`src/rtl/param_seq_detector.sv`:
```
// param_seq_detector: parametrised serial sequence detector with valid qualifier and saturating match count (optional runtime pattern: SEQ_DET_RUNTIME_PATTERN_EN)
module param_seq_detector #(
   parameter int          PATTERN_W = 5,
   parameter logic [31:0] PATTERN   = 32'b10010,
   parameter bit          OVERLAP   = 1'b1,
   parameter int          COUNT_W   = 8
) (
   input  logic                 clk,
   input  logic                 rst,
   input  logic                 in,
   input  logic                 in_valid,
`ifdef SEQ_DET_RUNTIME_PATTERN_EN
   input  logic [PATTERN_W-1:0] pat_in,
   input  logic                 pat_load,
`endif
   output logic                 done,
   output logic [COUNT_W-1:0]   match_count
);
   localparam int             FW      = $clog2(PATTERN_W + 1);
   localparam logic [FW-1:0]  FULL    = FW'(PATTERN_W);
   localparam logic [FW-1:0]  FULL_M1 = FW'(PATTERN_W - 1);
   if (PATTERN_W < 2 || PATTERN_W > 32) begin : g_bad_width
      $error("param_seq_detector: PATTERN_W must be within 2..32");
   end
   logic [PATTERN_W-1:0] hist_q, hist_d, shifted, pat;
   logic [FW-1:0]        fill_q, fill_d;
   logic [COUNT_W-1:0]   cnt_q, cnt_d;
   logic                 done_q, done_d, load, take, match;
`ifdef SEQ_DET_RUNTIME_PATTERN_EN
   logic [PATTERN_W-1:0] pat_q;
   // runtime pattern register, reloaded on pat_load
   always_ff @(posedge clk or negedge rst) begin
      if (!rst) pat_q <= PATTERN[PATTERN_W-1:0];
      else if (pat_load) pat_q <= pat_in;
   end
   assign pat  = pat_q;
   assign load = pat_load;
`else
   assign pat  = PATTERN[PATTERN_W-1:0];
   assign load = 1'b0;
`endif
   // next-state: shift accepted bits, track fill, detect match on the post-shift history
   always_comb begin
      shifted = {hist_q[PATTERN_W-2:0], in};
      take    = in_valid && !load;
      match   = take && shifted == pat && fill_q >= FULL_M1;
      hist_d  = take ? shifted : hist_q;
      fill_d  = (load || (match && !OVERLAP)) ? '0 : (take && fill_q != FULL) ? fill_q + 1'b1 : fill_q;
      cnt_d   = (match && !(&cnt_q)) ? cnt_q + 1'b1 : cnt_q;
      done_d  = match;
   end
   // state registers, cleared asynchronously so partial sequences are discarded
   always_ff @(posedge clk or negedge rst) begin
      if (!rst) begin
         hist_q <= '0;
         fill_q <= '0;
         cnt_q  <= '0;
         done_q <= 1'b0;
      end else begin
         hist_q <= hist_d;
         fill_q <= fill_d;
         cnt_q  <= cnt_d;
         done_q <= done_d;
      end
   end
   assign done        = done_q;
   assign match_count = cnt_q;
endmodule

```
`config.mk`:
```
export PLATFORM = sky130hd
export DESIGN_NAME = param_seq_detector
export DESIGN_NICKNAME = d
export VERILOG_FILES = /design/src/rtl/param_seq_detector.sv
export SDC_FILE = /design/constraint.sdc
export NUM_CORES = 1
export LEC_CHECK = 0
export ABC_CLOCK_PERIOD_IN_PS = 1600
export CORE_ASPECT_RATIO = 1.2
export CORE_UTILIZATION = 40
export DETAILED_ROUTE_END_ITERATION = 8
export DONT_BUFFER_PORTS = 1
export PLACE_DENSITY_LB_ADDON = 0.08
export SETUP_SLACK_MARGIN = 0.5
export SLEW_MARGIN = 0
export SYNTH_ARGS = -nofsm -noshare
export SYNTH_HDL_FRONTEND = slang
export SYNTH_SLANG_ARGS = --single-unit
```
`constraint.sdc`:
```
create_clock -name clk -period 1.6 [get_ports clk]
set_clock_uncertainty 0.2 [all_clocks]
set_input_delay 0.32 -clock clk [delete_from_list [all_inputs] [get_ports clk]]
set_output_delay 0.32 -clock clk [all_outputs]
set_load 0.02 [all_outputs]
```
==> Flow_metrics.wiki <==
{| class="wikitable"
! Metric !! Value
|-
| Drt wl/cell || 16.0 µm
|-
| Fin. max-slew vios || 0
|-
| Diodes inserted || 0
|-
| PnR worst setup slack || -126 ps
|-
| Synthesized-area fraction occupied by ao, oa, aoi and oai cells || 4.58%
|-
| Final WL || 1620 µm
|-
| Flop2flop setup slack || -130 ps
|-
| Worst Reg2Reg Path Length in Cells || 7
|-
| Clock Tree Buf Depth || 2
|-
| Outcome || finished with violations
|-
| Final cycle utilization of the critical path || 108%
|-
| Crit Path Max Fanout || 6
|-
| Met1 track demand over resource in global routing || 21.5%
|-
| Leading cell types by total area after synthesis || sky130_fd_sc_hd__dfrtp_1 (54%), sky130_fd_sc_hd__xor2_1 (8.3%), sky130_fd_sc_hd__mux2_2 (7.6%)
|-
| Most common library cell in the layout ignoring fill and taps || sky130_fd_sc_hd__buf_6
|-
| Share of power burned in the clock network || 22.7%
|-
| Netlist area before placement || 738 µm²
|-
| Fraction of met2 tracks used by global routing || 28.1%
|-
| Main combinational cell family by area after synthesis || simple AND/OR/NAND/NOR gates
|-
| DRT iter0 DRCs || 9
|-
| Met3 track utilization from global routing || 4.57%
|-
| Number of vias after detailed routing || 553
|-
| Internal power of the cells || 825 µW
|-
| Post-synthesis instance total || 57
|-
| Register area share after synthesis || 54.2%
|-
| Data required, critical path || 1620 ps
|-
| Number of nets produced by synthesis || 64
|-
| Final core utilization || 68.8%
|-
| Unrepaired setup endpoints after global routing || yes
|-
| Area share of and/or/nand/nor cells after synthesis || 17.1%
|-
| Post-synthesis cell type with the largest combined area || sky130_fd_sc_hd__dfrtp_1
|-
| Worst-path cell with the longest stage delay || sky130_fd_sc_hd__dfrtp_2
|-
| Total power per unit cell area || 1020 mW/mm²
|-
| Largest stage delay on the critical path || 440 ps
|-
| Level count of the clock H-tree || 1
|-
| Reg power frac || 47.9%
|-
| Total grt overflow || 0
|-
| Sum of net half-perimeters after detailed placement || 1020 µm
|-
| Failing checks || negative hold slack, negative setup slack
|-
| Portion of total power attributed to combinational logic || 29.4%
|-
| Final total negative setup slack || -629 ps
|-
| Endpoint type of the worst setup path || register
|-
| Tot GR Track Use || 17.8%
|-
| Reported max-cap violation count || 0
|-
| Number of global-route vias before repair || 560
|-
| Buf+Inv Stages, Crit Path || 2
|-
| Net switching fraction of the power || 30.1%
|-
| Total CTS buffers || 3
|-
| Clock Tree Root || sky130_fd_sc_hd__clkbuf_4
|-
| Share of cell area taken by muxes after synthesis || 8.98%
|-
| Quantity of hold-fixing buffers added after cts || 2
|-
| Relative slew slack || 52.6%
|-
| Period minus WS final || 1730 ps
|-
| Horiz. Die Dim || 41.2 µm
|-
| Startpoint types || register
|-
| Total core area || 0.00168 mm²
|-
| Fraction of layout cells with a size suffix above 1 || 60.2%
|-
| Initial Util || 43.9%
|-
| First-pass GRT wire length || 2420 µm
|-
| Hold Violations, Final || 17
|-
| Buffers on Ports || 0
|-
| Kind of cell with the highest combined delay on the critical path || flip-flops
|-
| Clk_lat worst skew || 290 ps
|-
| Switching power of the nets || 355 µW
|-
| Cell variety after synth || 22
|-
| Clk pin slew, worst setup/hold paths || 100 ps
|-
| Max rail drop VDD || 0.850 mV
|-
| Mean instance size in the synthesized netlist || 13.0 µm²
|-
| Clock sink count || 16
|-
| Worst setup startpoint || match_count[0]
|-
| End of the worst register-to-register path || match_count[5]
|-
| Nets || 91
|-
| Final setup violation count || 8
|-
| Number of antenna violations at the first check in global routing || 0
|-
| Max Fclk || 0.579 GHz
|-
| Capture point of the critical path || match_count[5]
|-
| Clock tree from TritonCTS || built
|-
| Die Y || 49.1 µm
|-
| Floorplan row count || 16
|-
| Top library cells by usage in the layout, fill and taps aside || sky130_fd_sc_hd__buf_6 (14), sky130_fd_sc_hd__dfrtp_1 (12), sky130_fd_sc_hd__xor2_1 (7), sky130_fd_sc_hd__buf_4 (6)
|-
| Global-route layer with the greatest usage || met2
|-
| Length of the first detailed-routing pass in iterations || 4
|-
| Via-to-Cell Ratio || 5.48
|-
| Class of the worst hold path || in -> async
|-
| Routed Antenna Nets || 0
|-
| Fin Hold WS || -63.5 ps
|-
| CP Data Arrival Time || 1740 ps
|-
| Worst-Margin Slew || 711 ps
|-
| Reg-to-Reg Start || match_count[0]
|-
| Critical path depth in cells || 7
|-
| Number of design rule violations left after detail routing || 0
|-
| GPL Wtd Cong || 0.742
|-
| I/O pin count || 13
|-
| Setup CP Type || reg -> reg
|-
| Area delta synth->final || 56.8%
|-
| Flops & latches, synth || 16
|-
| Maximum number of pins on one net before global-route repair || 17
|-
| Synth Area in Adders || 5.08%
|-
| P_leak || 0.000543 µW
|-
| Yosys Warn Count || 0
|-
| Floorplan die area || 0.00202 mm²
|-
| Crit path cell chain || ha_4 > nand3_4 > nor3_4 > buf_12 > buf_6 > nor4_4 > xor2_1
|-
| Area share of the leading cell type in the synthesized netlist || 54.2%
|-
| Share of the synthesized netlist area taken by xor and xnor gates || 8.31%
|}
## state kept, by name, indices dropped and copies added, names as in the netlist
name,flops
done,1
match_count,8
hist_q,4
fill_q,3
## cells in the mapped netlist, drive strengths merged
cell type	number
a21boi	1
a21oi	2
a31oi	1
and4bb	1
buf	1
dfrtp	16
ha	3
inv	2
mux2	5
mux2i	1
nand2	3
nand3	2
nand4	1
nand4b	1
nor2	1
nor2b	1
nor3	3
nor3b	1
nor4	3
o21ba	1
xor2	7
## logic make-up after synthesis
| kind of cell | count (synthesis) |
|---|---|
| buffers and inverters | 3 |
| AND/OR/NAND/NOR | 17 |
| AO/OA/AOI/OAI | 5 |
| multiplexers | 6 |
| flip-flops | 16 |
| XOR/XNOR | 7 |
| adder cells (fa/ha/maj) | 3 |
## power by group through the flow
stage	sequential (µW)	clock, µW	combinational, µW
final	566	268	347
after global routing	575	291	387
after CTS	567	274	299
after detailed placement	568	0	247
after global placement	560	0	229
after floorplan	589	0	152
## metal layers
layer,part of all wire (%),vias to the layer above
li1,-,257
met1,40,277
met2,52,15
met3,6.1,4
met4,1.9,0
met5,0,-
## metrics by stage
step	total power, µW	setup slack [ps]	instances	cell area (µm²)
3_3_place_gp	789	-86.6	82	851
5_1_grt	1250	-192	101	1160
3_5_place_dp	815	-151	82	851
4_1_cts	1140	-148	95	1040
2_1_floorplan	741	-18.1	57	779
6_report	1180	-126	101	1160
## worst min path at each step
| stage | start | to | slack, ps | cells past startpoint |
|---|---|---|---|---|
| 3_3_place_gp | rst | done | -180 | 0 |
| 2_1_floorplan | rst | done | -180 | 0 |
| 3_5_place_dp | rst | hist_q[3] | -180 | 0 |
| 5_1_grt | in | hist_q[0] | -20 | 1 |
| 6_report | rst | hist_q[3] | -60 | 1 |
| 4_1_cts | in | hist_q[0] | -30 | 1 |
## repair_timing
action                     in CTS  in global routing
pin swaps                       8                  8
buffers inserted                7                  6
gates resized for setup        18                 16
hold endpoints to repair       21                  1
setup endpoints to repair      21                 41
## final cells by class
class,count,area [µm²]
tap,18,22.5
fill,116,524
sequential,16,405
inverter,2,7.51
multi-input combinational,38,438
clock buffer,4,36.3
timing repair buffer,23,248
Note: power is estimated with default switching activity, not from simulation.
